[config.mk]
export PLATFORM = sky130hd
export DESIGN_NAME = cic_comb_decim_flat
export DESIGN_NICKNAME = d
export VERILOG_FILES = /design/src/rtl/cic_comb_decim_if.sv /design/src/rtl/cic_comb_decim.sv /design/src/flat_wrapper.sv
export SDC_FILE = /design/constraint.sdc
export NUM_CORES = 1
export LEC_CHECK = 0
export CORE_ASPECT_RATIO = 1.75
export CORE_UTILIZATION = 40
export DETAILED_ROUTE_END_ITERATION = 8
export GPL_ROUTABILITY_DRIVEN = 0
export PLACE_DENSITY_LB_ADDON = 0.1
export SYNTH_ARGS = -nofsm -noshare
export SYNTH_HDL_FRONTEND = slang
export SYNTH_SLANG_ARGS = --single-unit
[constraint.sdc]
create_clock -name clk -period 3.3 [get_ports clk]
set_input_delay 0.66 -clock clk [delete_from_list [all_inputs] [get_ports clk]]
set_output_delay 0.66 -clock clk [all_outputs]
set_load 0.05 [all_outputs]
[src/rtl/cic_comb_decim_if.sv]
// Sample stream bundle for the CIC comb/decimator: integrator-chain samples in,
// decimated comb results out. The master drives samples; the slave is the comb section.
interface cic_comb_decim_if #(
  parameter int unsigned w    = 10,
  parameter int unsigned wout = 10
);
  logic signed [w-1:0]    din;
  logic                   din_vld;
  logic signed [wout-1:0] dout;
  logic                   dout_vld;

  modport master (
    output din,
    output din_vld,
    input  dout,
    input  dout_vld
  );

  modport slave (
    input  din,
    input  din_vld,
    output dout,
    output dout_vld
  );
endinterface

[src/rtl/cic_comb_decim.sv]
// Decimating comb section of a CIC chain. Keeps every r-th valid integrator sample,
// runs it through n_stg pipelined combs (differential delay m, modulo 2^w arithmetic)
// and narrows the result from w to wout bits.
// Optional macro CIC_COMB_ROUND_EN: round half-up with positive clamp instead of
// truncating the output. Latency is identical either way.
module cic_comb_decim #(
  parameter int unsigned w     = 10,
  parameter int unsigned wout  = 10,
  parameter int unsigned n_stg = 3,
  parameter int unsigned m     = 1,
  parameter int unsigned r     = 8
) (
  input logic             clk,
  input logic             rst,
  cic_comb_decim_if.slave bus
);

  // r = 1 still gets a 1-bit counter that simply never leaves 0.
  localparam int unsigned Cw = (r > 1) ? $clog2(r) : 1;
  localparam logic [Cw-1:0] CntMax = Cw'(r - 1);

  logic [Cw-1:0] cnt;
  logic          accept;

  // x[0] is the captured sample; x[i] is the registered result of comb stage i.
  logic [w-1:0] x [n_stg+1];
  logic         v [n_stg+1];

  logic [wout-1:0] red;
  logic [wout-1:0] dout_reg;
  logic            dout_vld_reg;

  assign accept = bus.din_vld && (cnt == CntMax);

  // Decimation counter: advances on valid input only, wraps on the accepted sample.
  always_ff @(posedge clk or posedge rst) begin
    if (rst) begin
      cnt <= '0;
    end else if (bus.din_vld) begin
      if (cnt == CntMax) begin
        cnt <= '0;
      end else begin
        cnt <= cnt + Cw'(1);
      end
    end
  end

  // Stage 0: capture the accepted sample and flag it for one cycle.
  always_ff @(posedge clk or posedge rst) begin
    if (rst) begin
      x[0] <= '0;
      v[0] <= 1'b0;
    end else begin
      v[0] <= accept;
      if (accept) begin
        x[0] <= bus.din;
      end
    end
  end

  for (genvar i = 1; i <= int'(n_stg); i++) begin : g_comb
    // dly[k] holds the input of this stage k+1 accepted samples ago.
    logic [m-1:0][w-1:0] dly;

    // Comb stage: difference against the sample m valids back; wraps modulo 2^w.
    always_ff @(posedge clk or posedge rst) begin
      if (rst) begin
        dly  <= '0;
        x[i] <= '0;
        v[i] <= 1'b0;
      end else begin
        v[i] <= v[i-1];
        if (v[i-1]) begin
          x[i]   <= x[i-1] - dly[m-1];
          dly[0] <= x[i-1];
          for (int k = 1; k < int'(m); k++) begin
            dly[k] <= dly[k-1];
          end
        end
      end
    end
  end

`ifdef CIC_COMB_ROUND_EN
  if (w > wout) begin : g_round
    localparam int unsigned Sh = w - wout;
    localparam logic [w:0] Half = {{w{1'b0}}, 1'b1} << (Sh - 1);
    localparam logic [wout-1:0] MaxPos = {wout{1'b1}} >> 1;

    logic [w:0] sum;

    // Sign-extend to w+1 bits so adding the half-LSB cannot wrap silently.
    assign sum = {x[n_stg][w-1], x[n_stg]} + Half;

    // Overflow only happens upward: the sum stays non-negative but bit w-1 flipped.
    always_comb begin
      red = sum[w-1 -: wout];
      if (!sum[w] && sum[w-1]) begin
        red = MaxPos;
      end
    end
  end else begin : g_exact
    assign red = x[n_stg][w-1 -: wout];
  end
`else
  assign red = x[n_stg][w-1 -: wout];
`endif

  // Output register: strobe one cycle after the last comb, hold data between strobes.
  always_ff @(posedge clk or posedge rst) begin
    if (rst) begin
      dout_reg     <= '0;
      dout_vld_reg <= 1'b0;
    end else begin
      dout_vld_reg <= v[n_stg];
      if (v[n_stg]) begin
        dout_reg <= red;
      end
    end
  end

  assign bus.dout     = dout_reg;
  assign bus.dout_vld = dout_vld_reg;

endmodule

[src/flat_wrapper.sv]
// flat-port wrapper written by rule: the top's interface ports become plain ports
module cic_comb_decim_flat 
#(
  parameter int unsigned w     = 10,
  parameter int unsigned wout  = 10,
  parameter int unsigned n_stg = 3,
  parameter int unsigned m     = 1,
  parameter int unsigned r     = 8
)
  (clk, rst, bus_din, bus_din_vld, bus_dout, bus_dout_vld);
  cic_comb_decim_if #(.w(w), .wout(wout)) bus_i ();
  input logic clk;
  input logic rst;
  input wire logic [$bits(bus_i.din)-1:0] bus_din;
  input wire logic [$bits(bus_i.din_vld)-1:0] bus_din_vld;
  output wire logic [$bits(bus_i.dout)-1:0] bus_dout;
  output wire logic [$bits(bus_i.dout_vld)-1:0] bus_dout_vld;
  assign bus_i.din = bus_din;
  assign bus_i.din_vld = bus_din_vld;
  assign bus_dout = bus_i.dout;
  assign bus_dout_vld = bus_i.dout_vld;
  cic_comb_decim #(.w(w), .wout(wout), .n_stg(n_stg), .m(m), .r(r)) u_core (.clk(clk), .rst(rst), .bus(bus_i));
endmodule
==> run_results.csv <==
group,metric,value,unit
outcome,status,"finished, final reports clean",
pwr,ir_drop,0.0004731,V
final_layout,top_regs,"u_core.g_comb.dly x30, u_core.x x30",
floorplan,start_util,0.4120,
final_layout,area_delta_synth_final,15.89,%
clock_tree,cts-resized-gates,0,
final_layout,nets,496,
grt,grtUsageTotal,0.1625,
yosys,synth-edff-count,0,
sta,max_freq,445.5,MHz
clock_tree,clock_path_buffers,2,
clock_tree,tritoncts,"done",
sta,fin_crit,2.245,ns
routing,first_iter_violations,71,
sta,slew_violations,0,
clock_tree,cts_sinks,88,
run,maxCapViolCount,0,
routing,drc,0,
worst_setup_path,cpPeakStageDelay,0.44,ns
grt,grt-ovfl-total,0,
grt,grt_pass1_wl,14.15,mm
routing,viasPerCell,5.181,
clock_tree,clock_latency,0.34,ns
routing,antenna_left,0,
sta,worstMarginPinSlew,0.4911,ns
floorplan,die_h,141.3,µm
final_layout,antenna_cells,0,
sta,fin_crit_sh,0.6802,
yosys,syn_area,4433,µm²
routing,avgRoutedWirePerCell,13.48,µm
worst_setup_path,cpMostUsedCell,"inv_1",
floorplan,dieArea,11520,µm²
worst_hold_path,hold_class,"reg -> reg",
floorplan,io_pins,24,
placement,portBuffers,23,
worst_setup_path,crit_buf_inv,2,
yosys,async_flop_share,1.000,
worst_setup_path,crit_required,3.52,ns
pwr,total_power,5952,µW
yosys,synth_cells,423,
final_layout,drive_gt1_frac,0.1338,
clock_tree,h-tree-depth,3,
yosys,yosysUniqueCellTypes,30,
yosys,syn-num-nets,468,
sta,finClkSkew,0.008152,ns
pwr,power.density,1159,nW/µm²
worst_setup_path,crit_path_end_kind,"flop",
pwr,p_leak,0.002289,µW
yosys,ys_warn_count,0,
placement,hpwlAfterDp,5.683,mm
clock_tree,holdBufCountCts,0,
floorplan,die_w,81.58,µm
grt,grt_pass1_vias,3089,
routing,route.vias.total,3036,
worst_setup_path,worstPathMaxFanout,3,
final_layout,layout_commonest_cell,"dfrtp_1",
routing,routed_wirelength,7.902,mm
yosys,yosysSeqAreaShare,0.4968,
clock_tree,cts_buffers,9,
clock_tree,post_cts_buffers,0,
sta,fin_setup_tns,0,ns
worst_setup_path,worstSetupPathType,"reg -> reg",
yosys,ys_ff_latch,88,
sta,rsz0062_at_grt,"false",
sta,max_slew_margin,0.6716,
worst_setup_path,cp_top_family,"compound AO/OA/AOI/OAI gates",
floorplan,fp-row-count,50,
yosys,syn_area_per_cell,10.48,µm²
clock_tree,cts.clk_slew.worst_paths,0.06,ns
grt,grt_start_max_net_pins,89,
worst_setup_path,crit_arrival,2.47,ns
yosys,ys.flop_type,"dfrtp_1",
floorplan,core_area,10760,µm²
clock_tree,cts_root_buf,"clkbuf_16",
sta,hold_viol,0,
worst_setup_path,path_cells,"inv_1 -> ha_1 -> inv_1 -> fa_1 -> a211oi_2 -> o211ai_1 -> a31oi_1 -> xnor2_1 -> mux2_4",
worst_setup_path,critPathSlowestCell,"fa_1",
final_layout,nFillCells,1022,
worst_setup_path,start_kind,"flop",
routing,dr.pass1.iters,4,
final_layout,final_cell_mix,"dfrtp_1, nand2_1, o21ai_0",
grt,antenna_found_initial,0,
sta,finalSetupViolations,0,
==> path summary, 6_finish.rpt <==
check                      cells after the start           from       endpoint  slack, ns
max                                            9   u_core.x[20]   u_core.x[18]       1.06
min                                            1  u_core.red[3]  u_core.red[3]       0.48
max reg2reg                                    9   u_core.x[20]   u_core.x[18]       1.06
min reg2reg                                    1  u_core.red[3]  u_core.red[3]       0.48
max in group asynchronous                      3            rst   u_core.x[22]       2.17
min in group asynchronous                      3            rst  u_core.red[0]       0.71
==> area by class of cell <==
| class | count | area, µm² | share of cell area |
|---|---|---|---|
| Clock buffer | 10 | 239.0 | 0.04652 |
| Clock inverter | 6 | 67.56 | 0.01315 |
| Inverter | 38 | 143.9 | 0.02801 |
| Multi-Input combinational cell | 287 | 2049 | 0.3989 |
| Sequential cell | 88 | 2202 | 0.4286 |
| Tap cell | 130 | 162.7 | 0.03166 |
| Timing Repair Buffer | 27 | 272.8 | 0.05309 |
==> power by group <==
part	switching (µW)	internal, µW	total, µW
combinational	1720	1360	3080
sequential	276	1570	1850
clock	418	609	1030
total	2410	3540	5950
==> synthesized netlist by cell type (4+ instances only) <==
library cell  count  share of area
ha_1             29          0.082
a31oi_1           6         0.0085
mux2_2           34          0.086
nor2_1           24          0.020
inv_1            37          0.031
xnor2_1           9          0.018
a21o_1            6          0.010
xor2_1            6          0.012
a211oi_1          9          0.015
o21ai_0          44          0.050
clkbuf_1          9         0.0076
nor3_1            7         0.0079
o21a_1            6          0.010
a21oi_1          21          0.024
nand2b_1          6         0.0085
dfrtp_1          88           0.50
nand2_1          49          0.041
o211ai_1          4         0.0068
==> per-stage QoR <==
stage / setup WS [ns] / instances / util / cell area (µm²) / hold WS [ns]
6_report: 1.055 / 586 / 0.4774 / 5137 / 0.4823
5_1_grt: 0.8984 / 586 / 0.4774 / 5137 / 0.5232
4_1_cts: 1.058 / 586 / 0.4774 / 5137 / 0.4862
3_5_place_dp: 1.067 / 570 / 0.4490 / 4831 / 0.4707
3_3_place_gp: 1.094 / 570 / 0.4490 / 4831 / 0.4587
2_1_floorplan: 0.3614 / 423 / - / 4433 / 0.3487
==> cells by family after synthesis <==
kind of cell               share of synthesized area
DFF                                           0.4968
muxes                                         0.1010
and+or+nand+nor                              0.08524
buffers and inverters                        0.04092
AOI/OAI and AO/OA                             0.1510
adders and majority gates                    0.09540
xor gates and xnor gates                     0.02964
==> routing by layer <==
layer,GRT usage,vias up,wire length [µm],share of wire
li1,-,1514,-,-
met1,0.1601,1476,2970,0.38
met3,0.03730,12,167,0.021
met2,0.3083,34,4580,0.58
met4,0.07202,0,184,0.023
met5,0,-,0,0
Note: power is estimated with default switching activity, not from simulation.
==> variant 1, RTL diff (same settings) <==
`n_stg` is set to 3 in 2 places; all go to 6.
--- a/src/rtl/cic_comb_decim.sv
+++ b/src/rtl/cic_comb_decim.sv
@@ -6,7 +6,7 @@
 module cic_comb_decim #(
   parameter int unsigned w     = 10,
   parameter int unsigned wout  = 10,
-  parameter int unsigned n_stg = 3,
+  parameter int unsigned n_stg = 6,
   parameter int unsigned m     = 1,
   parameter int unsigned r     = 8
 ) (
--- a/src/flat_wrapper.sv
+++ b/src/flat_wrapper.sv
@@ -3,7 +3,7 @@
 #(
   parameter int unsigned w     = 10,
   parameter int unsigned wout  = 10,
-  parameter int unsigned n_stg = 3,
+  parameter int unsigned n_stg = 6,
   parameter int unsigned m     = 1,
   parameter int unsigned r     = 8
 )
Check against the original RTL: no difference found for any inputs over 10 cycles, from zero or initial values and one cycle with rst high; that may be too few to reach the edited logic, so the function may still have changed.
==> variant 1 against the original RTL <==
  * Combinational power is 80% higher
  * Setup slack gained 0.017 ns
  * Global-route usage grew 0.95 points
  * First-iteration DRC count grew 150%
  * Sequential cell count increased by 63
  * Power grew 81%
  * Clock skew fell by 0.0013 ns
  * Cell area up 77%
  * Via count up 83%
  * Clock power is 94% higher
  * Routed wire length grew 97%
  * Synthesized area is 78% higher
  * Critical path type is now register to primary output
==> variant 1: results (changes against the original RTL) <==
place:
  place_ws_ns: 1.08  # +0.0172 ns
  dp_hpwl_um: 11600  # +100%
  placement.io_buffers: 23  # unchanged
  place_area_um2: 8470  # +75%
pwr:
  net-switching-power_mw: 4.40  # +82%
  peakVddDrop_mv: 0.429  # -9.4%
  leakagePower_nw: 4.04  # +76%
global_route:
  grt_pass1_vias: 5888  # +91%
  grt_max_degree: 47  # -47%
  grt_pass1_wl_um: 27500  # +94%
  grtUsageTotal: 0.172  # +0.00948
routing:
  routed_wl_um: 15600  # +97%
  first_iter_violations: 175  # +150%
  vias: 5548  # +83%
synthesis:
  yosys-top-cells-count: "151 x dfrtp_1, 93 x nand2_1, 91 x o21ai_0"
  syn-num-nets: 862  # +84%
  synth-async-reset-ratio: 1.00  # unchanged
  synthTopCellsByArea: "dfrtp_1 48%, ha_1 8.9%, mux2_2 7.4%"
  synth_seq_area_share: 0.478  # -0.0189
  ys_types: 32  # +6.7%
clock_network:
  clockBufferDepth: 2  # unchanged
  cts_max_level: 4  # +1
  cts_buffers: 17  # +8
  cts_root_buffer: "clkbuf_16"
  cts_setup_buffers: 0  # unchanged
  clk_latency_ns: 0.42  # +0.08 ns
worst_setup_path:
  crit_path_max_incr_delay_ns: 0.81  # +0.37 ns
  crit_slowest_cell: "clkdlybuf4s50_1"
  worstPathArrival_ns: 1.57  # -0.90 ns
  path_delay_family: "buffers and inverters"
  cp_max_fo: 2  # -1
finish:
  n_antenna_cell: 0  # unchanged
  nets: 895  # +80%
  reg.largest.list: "u_core.g_comb.dly x60, u_core.x x60"
  drive_gt1_frac: 0.116  # -0.0173
  fillerInstances: 1821  # +78%
outcome:
  outcome: "completed"
sta:
  hold_viol: 0  # unchanged
  worst_slew_pin_slew_ns: 0.709  # +0.218 ns
  skew_ns: 0.00682  # -0.00133 ns
[variant 1: power groups by stage]
stage	combinational (mW)	sequential (mW)	clock, mW
3_5_place_dp	5.56	3.27	0
4_1_cts	5.60	3.24	2.07
3_3_place_gp	5.45	3.24	0
2_1_floorplan	4.20	3.26	0
5_1_grt	6.33	3.34	2.14
6_report	5.55	3.22	2.00
[variant 1: area by class of cell]
type / count / area (µm²) / share of cell area
sequential: 151 / 3780 / 0.416
tap: 241 / 302 / 0.0332
clock buffer: 25 / 495 / 0.0546
inverter: 74 / 282 / 0.0310
multi-input combinational: 543 / 3780 / 0.416
clock inverter: 7 / 116 / 0.0128
timing repair buffer: 33 / 330 / 0.0364
[variant 1: final timing paths]
check / cells past startpoint / slack, ns / start / end
max: 1 / 1.07 / u_core.bus.dout[7] / bus_dout[7]
min: 1 / 0.49 / u_core.red[3] / u_core.red[3]
max reg2reg: 9 / 1.08 / u_core.x[10] / u_core.red[8]
min reg2reg: 1 / 0.49 / u_core.red[3] / u_core.red[3]
max in group asynchronous: 3 / 1.91 / rst / u_core.bus.dout[7]
min in group asynchronous: 2 / 0.70 / rst / u_core.g_comb[6].dly[1]
[variant 1: per-layer routing]
| metal | track usage | part of all wire | vias up |
|---|---|---|---|
| met5 | 0 | 0 | - |
| met1 | 0.177 | 0.39 | 2689 |
| met4 | 0.0728 | 0.024 | 0 |
| li1 | - | - | 2784 |
| met2 | 0.330 | 0.57 | 52 |
| met3 | 0.0292 | 0.015 | 23 |
[variant 1: logic make-up (layout without fill, tap and decap cells)]
family / after synthesis / count (layout) / share of synthesized area
AND/OR/NAND/NOR: 176 / 176 / 0.0926
adder cells (fa/ha/maj): 62 / 62 / 0.104
flip-flops: 151 / 151 / 0.478
XOR/XNOR: 30 / 30 / 0.0332
multiplexers: 55 / 55 / 0.0778
AO/OA/AOI/OAI: 220 / 220 / 0.170
buffers and inverters: 93 / 139 / 0.0445
[variant 1: through the flow]
stage | utilization | cells | hold WS, ns
floorplan | - | 787 | 0.349
global placement | 0.439 | 1042 | 0.467
detailed placement | 0.439 | 1042 | 0.479
CTS | 0.471 | 1074 | 0.493
global route | 0.471 | 1074 | 0.515
finish | 0.471 | 1074 | 0.487
==> variant 2, RTL diff (same flow settings) <==
Without the edit above. Make the reset (`rst`) synchronous in 4 clocked blocks.
--- a/src/rtl/cic_comb_decim.sv
+++ b/src/rtl/cic_comb_decim.sv
@@ -33,7 +33,7 @@
   assign accept = bus.din_vld && (cnt == CntMax);
 
   // Decimation counter: advances on valid input only, wraps on the accepted sample.
-  always_ff @(posedge clk or posedge rst) begin
+  always_ff @(posedge clk) begin
     if (rst) begin
       cnt <= '0;
     end else if (bus.din_vld) begin
@@ -46,7 +46,7 @@
   end
 
   // Stage 0: capture the accepted sample and flag it for one cycle.
-  always_ff @(posedge clk or posedge rst) begin
+  always_ff @(posedge clk) begin
     if (rst) begin
       x[0] <= '0;
       v[0] <= 1'b0;
@@ -63,7 +63,7 @@
     logic [m-1:0][w-1:0] dly;
 
     // Comb stage: difference against the sample m valids back; wraps modulo 2^w.
-    always_ff @(posedge clk or posedge rst) begin
+    always_ff @(posedge clk) begin
       if (rst) begin
         dly  <= '0;
         x[i] <= '0;
@@ -107,7 +107,7 @@
 `endif
 
   // Output register: strobe one cycle after the last comb, hold data between strobes.
-  always_ff @(posedge clk or posedge rst) begin
+  always_ff @(posedge clk) begin
     if (rst) begin
       dout_reg     <= '0;
       dout_vld_reg <= 1'b0;
Formal check against the unedited RTL: same outputs for any inputs over 10 cycles, from zero or initial values and one cycle with rst high; that may be too few to reach the edited logic, so the function may still have changed.
==> variant 2 against the original RTL <==
  * Routed wire length down 4.5%
  * Cell area down 3.1%
  * Sequential share of layout area up 0.59 points
  * Core utilization about the same
  * Cell count down 2.4%
  * Setup slack better by 0.088 ns
  * Count of clock-buffer cells in the layout up 1
  * Synthesized area down 2.3%
  * Sequential cell count unchanged
  * Highest routed layer unchanged
Power is not compared: it rests on default switching activity, and its combinational part moved more than twofold at a synthesized area within 25%.
==> variant 2: results (changes against the original RTL) <==
routing:
  viasPerCell: 5.07  # -2.2%
  routed_wl_um: 7550  # -4.5%
  wl_per_cell_um: 13.2  # -2.2%
global_route:
  grtUsageMet1: 0.122  # -0.0382
  grtUsageTotal: 0.153  # -0.00979
  grt_max_degree: 30  # -66%
  grt_pass1_wl_um: 12900  # -8.8%
  use_met2: 0.318  # +0.0101
  globalRouteMet3Util: 0.0334  # -0.00386
synthesis:
  postSynthCellCount: 417  # -1.4%
  syn-num-nets: 462  # -1.3%
  synth-async-reset-ratio: 0  # -1.00
  ys_types: 39  # +30%
  synth_flop_cell: "dfxtp_1"
  yosys-top-cells-count: "63 x nor2_1, 48 x dfxtp_1, 42 x mux2i_1"
  synthTopCellsByArea: "edfxtp_1 28%, dfxtp_1 22%, mux2i_1 9.7%"
  synth_edf_count: 40  # +40
sta:
  skew_ns: 0.00600  # -0.00216 ns
  hold_ws_ns: 0.485  # +0.00284 ns
  finalCritPeriodShare: 0.654  # -0.0267
outcome:
  outcome: "completed"
finish:
  nets: 485  # -2.2%
  multi_input_area_um2: 1960  # -4.3%
  fillerInstances: 1014  # -0.78%
  largest_reg_flops: 40
  drive_gt1_frac: 0.0629  # -0.0709
clock_network:
  clockBufferDepth: 2  # unchanged
pwr:
  peakVddDrop_mv: 0.315
worst_setup_path:
  ff2ff_setup_slack_ns: 1.14  # +0.09 ns
place:
  dp_cells: 556  # -2.5%
  place_area_um2: 4680  # -3.2%
variant 2: layer usage:
| layer | vias up | wire, µm |
|---|---|---|
| met2 | 40 | 4620 |
| met3 | 16 | 160 |
| li1 | 1467 | - |
| met1 | 1375 | 2540 |
| met5 | - | 0 |
| met4 | 0 | 219 |
variant 2: layout make-up:
cell class	count	area share
Sequential cell	88	0.434
Multi-Input combinational cell	275	0.394
Clock buffer	11	0.0488
Timing Repair Buffer	25	0.0483
Tap cell	127	0.0319
Inverter	41	0.0309
Clock inverter	5	0.0113
variant 2: path summary, 6_finish.rpt:
check            startpoint                 end  cells after the start
min reg2reg  u_core.x[3][5]  u_core.bus.dout[5]                      2
max          u_core.x[1][0]      u_core.x[2][6]                      9
min          u_core.x[3][5]  u_core.bus.dout[5]                      2
max reg2reg  u_core.x[1][0]      u_core.x[2][6]                      9
variant 2: critical path: stages, from the launching register on:
cell,delay (ns)
edfxtp_1,0.39
inv_1,0.07
ha_1,0.15
inv_1,0.05
fa_1,0.39
a21oi_1,0.25
o211ai_1,0.18
a21oi_1,0.21
xor2_1,0.16
nor2_1,0.05
variant 2: power groups by stage:
| stage | Combinational [mW] | Clock, mW | Sequential (mW) |
|---|---|---|---|
| finish | 0.134 | 1.01 | 1.17 |
| CTS | 0.137 | 1.05 | 1.17 |
| detailed placement | 0.136 | 0 | 1.19 |
| floorplan | 0.0957 | 0 | 1.19 |
| global placement | 0.133 | 0 | 1.19 |
| global route | 0.152 | 1.09 | 1.17 |
variant 2: cells by family after synthesis:
group | share of synthesized area
buf+inv | 0.0479
xor+xnor | 0.0324
compound gates | 0.0855
mux | 0.0971
flops | 0.499
fa+ha+maj | 0.0976
simple gates | 0.140
